File: src/rtl/fifo_to_mem_mc.sv
// Round-robin drain of NUM_CH FWFT FIFOs into a contiguous memory window via a ready/valid write port.
// Ring (wrap-around) mode is compiled in only when FIFO_TO_MEM_MC_WRAP_EN is defined.
module fifo_to_mem_mc #(
    parameter int          FIFO_DATA_WIDTH = 144,
    parameter int          MEM_ADDR_WIDTH  = 19,
    parameter int          MEM_DATA_WIDTH  = 144,
    parameter int          NUM_CH          = 4,
    parameter int          CNT_WIDTH       = 32,
    parameter int unsigned MEM_ADDR_LOW    = 0
) (
    input  logic                                clk,
    input  logic                                rst,
    input  logic                                sw_rst,
    input  logic                                cal_done,
    input  logic                                start_store,
    input  logic                                wrap_mode,
    output logic [NUM_CH-1:0]                   fifo_rd_en,
    input  logic [NUM_CH*FIFO_DATA_WIDTH-1:0]   fifo_data,
    input  logic [NUM_CH-1:0]                   fifo_empty,
    output logic                                app_wr_cmd,
    input  logic                                app_wr_rdy,
    output logic [MEM_ADDR_WIDTH-1:0]           app_wr_addr,
    output logic [MEM_DATA_WIDTH-1:0]           app_wr_data,
    input  logic [MEM_ADDR_WIDTH-1:0]           dflow_addr_low,
    input  logic [MEM_ADDR_WIDTH-1:0]           dflow_addr_high,
    output logic [MEM_ADDR_WIDTH-1:0]           dflow_mem_high,
    output logic                                complete_store,
    output logic [CNT_WIDTH-1:0]                wr_count,
    output logic [CNT_WIDTH-1:0]                wrap_count,
    output logic [2:0]                          dbg_state
);

    localparam int CH_W = (NUM_CH > 1) ? $clog2(NUM_CH) : 1;

    localparam logic [2:0] S_IDLE       = 3'd0;
    localparam logic [2:0] S_RUN        = 3'd1;
    localparam logic [2:0] S_DRAIN      = 3'd2;
    localparam logic [2:0] S_DRAIN_DONE = 3'd3;
    localparam logic [2:0] S_DONE       = 3'd4;

    logic [2:0]                 r_state;
    logic [MEM_ADDR_WIDTH-1:0]  r_lo;
    logic [MEM_ADDR_WIDTH-1:0]  r_hi;
    logic [MEM_ADDR_WIDTH-1:0]  r_ptr;
    logic [MEM_ADDR_WIDTH-1:0]  r_addr;
    logic [MEM_ADDR_WIDTH-1:0]  r_mem_high;
    logic [MEM_DATA_WIDTH-1:0]  r_data;
    logic                       r_cmd;
    logic                       r_complete;
    logic [CNT_WIDTH-1:0]       r_wr_count;
    logic [CH_W-1:0]            r_last;

    logic [CH_W-1:0]            w_grant;
    logic [CH_W:0]              w_sum;
    logic                       w_any;
    logic                       w_rst;
    logic                       w_slot_free;
    logic                       w_pop;
    logic                       w_accept;
    logic                       w_last_addr;
    logic                       w_wrap_en;
    logic [FIFO_DATA_WIDTH-1:0] w_word;

`ifdef FIFO_TO_MEM_MC_WRAP_EN
    logic [CNT_WIDTH-1:0]       r_wrap_count;
    assign w_wrap_en  = wrap_mode;
    assign wrap_count = r_wrap_count;
`else
    logic                       w_unused_wrap_mode;
    assign w_unused_wrap_mode = wrap_mode;
    assign w_wrap_en  = 1'b0;
    assign wrap_count = '0;
`endif

    // Search starts one past the last grant so every non-empty channel is served in turn.
    always_comb begin
        w_grant = r_last;
        w_any   = 1'b0;
        w_sum   = '0;
        for (int i = 1; i <= NUM_CH; i++) begin
            w_sum = {1'b0, r_last} + (CH_W+1)'(i);
            if (w_sum >= (CH_W+1)'(NUM_CH)) begin
                w_sum = w_sum - (CH_W+1)'(NUM_CH);
            end
            if (!w_any && !fifo_empty[w_sum[CH_W-1:0]]) begin
                w_any   = 1'b1;
                w_grant = w_sum[CH_W-1:0];
            end
        end
    end

    // app_wr_cmd/app_wr_rdy: a write transfers on every cycle both are high; while cmd is
    // high and rdy low the address and data stay frozen and no new word is popped.
    assign w_rst       = rst | sw_rst;
    assign w_slot_free = ~r_cmd | app_wr_rdy;
    assign w_pop       = ~w_rst & (r_state == S_RUN) & start_store & cal_done & w_slot_free & w_any;
    assign w_accept    = r_cmd & app_wr_rdy;
    assign w_last_addr = (r_ptr == r_hi - MEM_ADDR_WIDTH'(1));
    assign w_word      = fifo_data[int'(w_grant)*FIFO_DATA_WIDTH +: FIFO_DATA_WIDTH];

    always_comb begin
        fifo_rd_en = '0;
        if (w_pop) begin
            fifo_rd_en[w_grant] = 1'b1;
        end
    end

    always_ff @(posedge clk) begin
        if (w_rst) begin
            r_state      <= S_IDLE;
            r_lo         <= '0;
            r_hi         <= '0;
            r_ptr        <= '0;
            r_addr       <= MEM_ADDR_WIDTH'(MEM_ADDR_LOW);
            r_mem_high   <= '0;
            r_data       <= '0;
            r_cmd        <= 1'b0;
            r_complete   <= 1'b0;
            r_wr_count   <= '0;
            r_last       <= CH_W'(NUM_CH - 1);
`ifdef FIFO_TO_MEM_MC_WRAP_EN
            r_wrap_count <= '0;
`endif
        end else begin
            if (w_accept) begin
                r_mem_high <= r_addr;
                if (r_wr_count != '1) begin
                    r_wr_count <= r_wr_count + CNT_WIDTH'(1);
                end
                if (!w_pop) begin
                    r_cmd <= 1'b0;
                end
            end

            if (w_pop) begin
                r_cmd  <= 1'b1;
                r_addr <= r_ptr;
                r_data <= MEM_DATA_WIDTH'(w_word);
                r_last <= w_grant;
                if (w_last_addr) begin
                    if (w_wrap_en) begin
                        r_ptr <= r_lo;
`ifdef FIFO_TO_MEM_MC_WRAP_EN
                        if (r_wrap_count != '1) begin
                            r_wrap_count <= r_wrap_count + CNT_WIDTH'(1);
                        end
`endif
                    end
                end else begin
                    r_ptr <= r_ptr + MEM_ADDR_WIDTH'(1);
                end
            end

            case (r_state)
                S_IDLE: begin
                    if (start_store) begin
                        r_lo       <= dflow_addr_low;
                        r_hi       <= dflow_addr_high;
                        r_ptr      <= dflow_addr_low;
                        r_wr_count <= '0;
                        r_complete <= 1'b0;
`ifdef FIFO_TO_MEM_MC_WRAP_EN
                        r_wrap_count <= '0;
`endif
                        // An empty or inverted window completes without touching memory.
                        if (dflow_addr_low >= dflow_addr_high) begin
                            r_state    <= S_DONE;
                            r_complete <= 1'b1;
                        end else begin
                            r_state <= S_RUN;
                        end
                    end
                end
                S_RUN: begin
                    if (!start_store) begin
                        r_state <= S_DRAIN;
                    end else if (w_pop && w_last_addr && !w_wrap_en) begin
                        r_state <= S_DRAIN_DONE;
                    end
                end
                S_DRAIN: begin
                    if (w_slot_free) begin
                        r_state <= S_IDLE;
                    end
                end
                S_DRAIN_DONE: begin
                    if (w_slot_free) begin
                        r_state    <= S_DONE;
                        r_complete <= 1'b1;
                    end
                end
                S_DONE: begin
                    if (!start_store) begin
                        r_state <= S_IDLE;
                    end
                end
                default: r_state <= S_IDLE;
            endcase
        end
    end

    assign app_wr_cmd     = r_cmd;
    assign app_wr_addr    = r_addr;
    assign app_wr_data    = r_data;
    assign dflow_mem_high = r_mem_high;
    assign complete_store = r_complete;
    assign wr_count       = r_wr_count;
    assign dbg_state      = r_state;

endmodule

File: config.mk
export PLATFORM = sky130hd
export DESIGN_NAME = fifo_to_mem_mc
export DESIGN_NICKNAME = d
export VERILOG_FILES = /design/src/rtl/fifo_to_mem_mc.sv
export SDC_FILE = /design/constraint.sdc
export NUM_CORES = 1
export LEC_CHECK = 0
export CAP_MARGIN = 15
export CORE_AREA = 2 2 343 345
export CTS_CLUSTER_DIAMETER = 100
export DETAILED_ROUTE_END_ITERATION = 10
export DIE_AREA = 0 0 345 347
export PLACE_DENSITY = 0.43
export REMOVE_ABC_BUFFERS = 1
export SYNTH_ARGS = -nofsm -noshare
export SYNTH_HDL_FRONTEND = slang
export SYNTH_SLANG_ARGS = --single-unit
File: constraint.sdc
create_clock -name clk -period 3.05 [get_ports clk]
set_clock_uncertainty 0.2 [all_clocks]
set_input_delay 0.7625 -clock clk [delete_from_list [all_inputs] [get_ports clk]]
set_output_delay 0.7625 -clock clk [all_outputs]
set_load 0.05 [all_outputs]
### Word-level counts from Yosys, hierarchy flattened

Index checks and enable logic that the tools add are counted.

* add/subtract/negate cells: 11
* $mul: 1
* order comparisons: 11
* equality and inequality tests: 11
* shift-type cells: 1
* multiplexer cells: 45
* bitwise operators: 10
* reductions and logical operators: 16

Operators by type and width (number)
* $shiftx 576x11->144: 1
* $mux 32: 4
* $mux 19: 4
* $add 32x1->32 const B: 1
* $ne 32x32->1 const B: 1
* $mux 3: 7
* $add 19x1->19 const B: 1
* $eq 19x19->1: 1
* $ge 19x19->1: 1
* $sub 19x1->19 const B: 1
* $mux 2: 8
* $lt 2x3->1 const B: 5
* $pmux 3 s5: 1
* $mux 1: 14
* $ge 3x3->1 const B: 4
* $bmux 1 s2: 4
* $ne 2x2->1 const B: 4
* $sub 2x1->2 const B: 4
* $add 2x2->3 const B: 2
* $and 1x1->1: 6
* $eq 3x2->1 const B: 2
* $mul 2x4->6 const B: 1
* $logic_and 1x1->1: 5
* $logic_not 1->1: 5
* 16 further kinds: 19

* flip-flop bits (word level): 259
* bits of input ports: 625
* output and inout port bits: 255
* logic and storage cells: 116

### Logic depth before layout (Yosys ltp)

* depth after elaboration: 19
* gate-level depth with buffers: 13

### Worst setup path after synthesis

No wires, ideal clock.

* kind: register to output
* start: register r_state[0] (netlist: dbg_state[0])
* end: output port fifo_rd_en[0]
* arrival: 3056 ps
* path slack: -968 ps
* stages on the path, launching flop included: 9
* path buffers: 4
* cells stage by stage: dfxtp_1 > clkbuf_1 > nand3b_1 > a41oi_1 > nand4_1 > clkbuf_1 > clkbuf_1 > buf_1 > nor3_1

* longest elaborated chain between the ends: 7

Ends and longest elaborated chain
* start: declaration: RTL line 41 `logic [2:0] r_state;`
* start signal: assignment: RTL line 110 `r_state <= S_IDLE;`
* start signal: assignment: RTL line 167 `r_state <= S_DONE;`
* start signal: assignment: RTL line 170 `r_state <= S_RUN;`
* $eq 3x1->1: RTL line 96 `assign w_pop = ~w_rst & (r_state == S_RUN) & start_store & cal_done & w_slot_free & w_any;`
* $and 1x1->1 (5 in a row): RTL line 96
* $mux 4: RTL line 103 `if (w_pop) begin`
* end: declaration: RTL line 17 `output logic [NUM_CH-1:0] fifo_rd_en,`

Every way passes these cells.

### Final worst setup path

* start: input port app_wr_rdy
* end: output port fifo_rd_en[0]

* longest elaborated chain between the ends: 4

Ends and longest elaborated chain
* start: declaration: RTL line 21 `input logic app_wr_rdy,`
* $or 1x1->1: RTL line 95 `assign w_slot_free = ~r_cmd | app_wr_rdy;`
* $and 1x1->1 (2 in a row): RTL line 96
* $mux 4: RTL line 103

Every way passes these cells.

==> summary.md <==
| Metric | Value |
|---|---|
| Status | finished, violations left |
| Failing checks | negative setup slack |
| Num rows | roughly 130 |
| Layout cell share with drive strength beyond 1 | 11.3% |
| GPL Wtd Cong | ~0.86 |
| Fin crit period | 3220 ps |
| Fin. Hold Viols | 0 |
| Largest family of logic cells by synthesized area | simple AND/OR/NAND/NOR gates |
| CTS tree | yes |
| Clock insertion delay at the later pin of the skew report | around 570 ps |
| Final setup fails | 22 |
| Arr. time, crit path | 2250 ps |
| Half-perimeter wire length after detailed placement | between 70 and 80 mm |
| Post-Syn Instances | between 2,000 and 2,500 |
| IO Port Bufs | between 800 and 900 |
| Slew Viols, Final | 0 |
| Vias per inst | a little over 4 |
| DRT Pass-1 Iters | 5 |
| Die footprint | ~120,000 µm² |
| Synth Area in XOR/XNOR | approximately 4% |
| Post-Syn Area | 15,300 µm² |
| Synth Area in Compound Gates | ~26% |
| Post-synth EDFFs | 0 |
| Total CTS buffers | 38 |
| Initial Utilization | a little over an eighth |
| Initial antenna violation count | 39 |
| Leakage | between 10 and 15 nW |
| Average wire per standard cell | about 21 µm |
| Die Wd | about 350 µm |
| CP Launch Type | input pin |
| Syn_area_per_cell | around 7.3 µm² |
| Vias in the first global route | between 15,000 and 20,000 |
| H-Tree Level Count | 2 |
| Vias | 18,800 |
| Initial drt markers | roughly 1,100 |
| Min-Delay Path Class | reg2reg |
| Worst Tran Pin Value | approximately 730 ps |
| Ports | around 900 |
| Cell taking the most area after synthesis | dfxtp_1 |
| Most frequent cells after synthesis | nand2_1 (427), dfxtp_1 (259), a21oi_1 (232) |
| First-pass GRT wire length | between 100 and 150 mm |
| Layout area overhead | 86.3% |
| Placed Area | 26,900 µm² |
| Proportion of synthesized area in mux cells | less than 1% |
| Post-CTS Hold Fix Bufs | 0 |
| Setup ws final | -166 ps |
| CTS Sinks | 259 |
| Post-synthesis sequential area ratio | between 30% and 40% |
| RSZ-0062 raised after global routing | yes |
| Simple logic cell fraction of the synthesized area | 27.3% |
| Clock slew at reported path FFs | around 50 ps |
| Final WL | roughly 96 mm |
| Final instance area | 28,500 µm² |
| Post-Synth Adder-Cell Area | 1.80% |
| Max-slew headroom | roughly half |
| Residual DRC | 0 |
| Detail Route Antenna Nets | 0 |
| Synth cell types | between 60 and 70 |
| Root Driver | clkbuf_16 |
| Clk buf depth | 3 |
| CP max FO | 4 |
| Max Clk Rate | around 310 MHz |
| Die H | approximately 350 µm |
| PwrDens | about 360 nW/µm² |
| Synth top area share | roughly 34% |
| Critical path type | in2out |
| GRT Util Overall | roughly 15% |
| Count leader, synth | nand2_1 |
| Final net count | around 3,700 |
| Pin count of the biggest net entering global routing | a little over 100 |
| Critical path data required time | roughly 2100 ps |
| Maximum VDD drop | between 0.2 and 0.3 mV |
| Async SR Flop Fraction | 0% |
| Ys flop type | dfxtp_1 |
| Hold slack | about 250 ps |
| Global route total overflow | 0 |
| Max-cap viol count | 0 |
| Crit. End Element | output pin |
| Period utilization | 105% |
| Syn. warnings | 0 |
| Top post-synthesis cells by area | dfxtp_1 (34%), nand2_1 (10%), a311oi_1 (8.2%), a21oi_1 (7.6%), a211oi_1 (7.2%) |
| Core area | between 100,000 and 150,000 µm² |
| Synthesized flop and latch total | 259 |
==> area by class of cell <==
class	instances	area (µm²)
fillers	12800	87200
repair buffers	1073	10700
multi-input cells	1620	9370
flip-flops and latches	259	5190
well taps	1524	1910
clock buffers	58	1090
clock inverters	8	116
inverters	29	109
diodes	12	30.0
==> state kept, by name, summed over array words and instances (netlist names) <==
signal and count:
dbg_state 3, r_last 2, r_ptr 19, complete_store 1, app_wr_data 144, app_wr_addr 19, wr_count 32, dflow_mem_high 19
app_wr_cmd 1, r_hi 19
==> cell families (layout without fill, tap and decap cells) <==
logic type                 after synthesis  count (layout)
AOI/OAI and AO/OA                      581             581
xor gates and xnor gates                70              70
adders and majority gates               22              22
buffers and inverters                  245            1168
DFF                                    259             259
muxes                                    6               6
other                                    1              44
and+or+nand+nor                        909             909
==> routing by layer <==
layer | routed length, µm | global-route usage, % | share of wire (%) | vias up
met5 | 180 | 0 | 0.19 | -
met2 | 45200 | 25.0 | 47 | 648
met4 | 1930 | 4.43 | 2.0 | 28
met1 | 41300 | 18.8 | 43 | 8832
li1 | - | - | - | 9188
met3 | 7510 | 4.77 | 7.8 | 111
==> layout by cell type (no fill, tap or decap), types with 32 or more instances in the layout <==
| master | synthesis | layout |
|---|---|---|
| a211oi_1 | 147 | 138 |
| a21oi_1 | 232 | 232 |
| a311oi_1 | 144 | 144 |
| and2_1 | 146 | 146 |
| buf_12 | 0 | 38 |
| buf_4 | 32 | 182 |
| clkbuf_16 | 0 | 40 |
| clkdlybuf4s50_1 | 0 | 832 |
| conb_1 | 1 | 32 |
| dfxtp_1 | 259 | 254 |
| nand2_1 | 427 | 426 |
| nor2_1 | 203 | 202 |
| xor2_1 | 42 | 42 |
==> worst paths after layout <==
check	startpoint	depth (start not counted)	end	slack, ps
setup / recovery	app_wr_rdy	7	fifo_rd_en[0]	-170
setup reg to reg	r_hi[8]	11	r_ptr[17]	-140
hold reg to reg	dflow_mem_high[3]	2	dflow_mem_high[3]	250
hold / removal	dflow_mem_high[3]	2	dflow_mem_high[3]	250
==> through the flow <==
stage                     worst slack [ps]  util (%)  setup TNS, ps  total power [mW]  std cells
after floorplan                     -14360         -       -2009720              4.47       1908
after global routing                  -281      24.6          -5300              10.7       4581
final                                 -166      24.6          -1740              10.2       4583
after detailed placement              -803      23.3         -79600              5.80       4488
after global placement                -832      23.3         -75300              5.80       4488
after CTS                             -208      24.5          -3690              10.4       4569
==> critical path: stages <==
cell and delay [ps]:
clkdlybuf4s50_1 530, nand2b_1 170, nand4_1 160, buf_6 180
nor3_4 190, buf_6 130, buf_12 120
==> what timing repair did <==
action	in CTS	in global routing
pin swaps	20	31
setup buffers	15	1
gates cloned	0	1
setup endpoints to repair	25	54
gates resized for setup	31	45
==> power by group <==
group / switching (mW) / internal, mW
clock network: 1.79 / 2.63
registers: 0.0302 / 3.41
logic: 1.06 / 1.29
(Power assumes the default switching activity.)
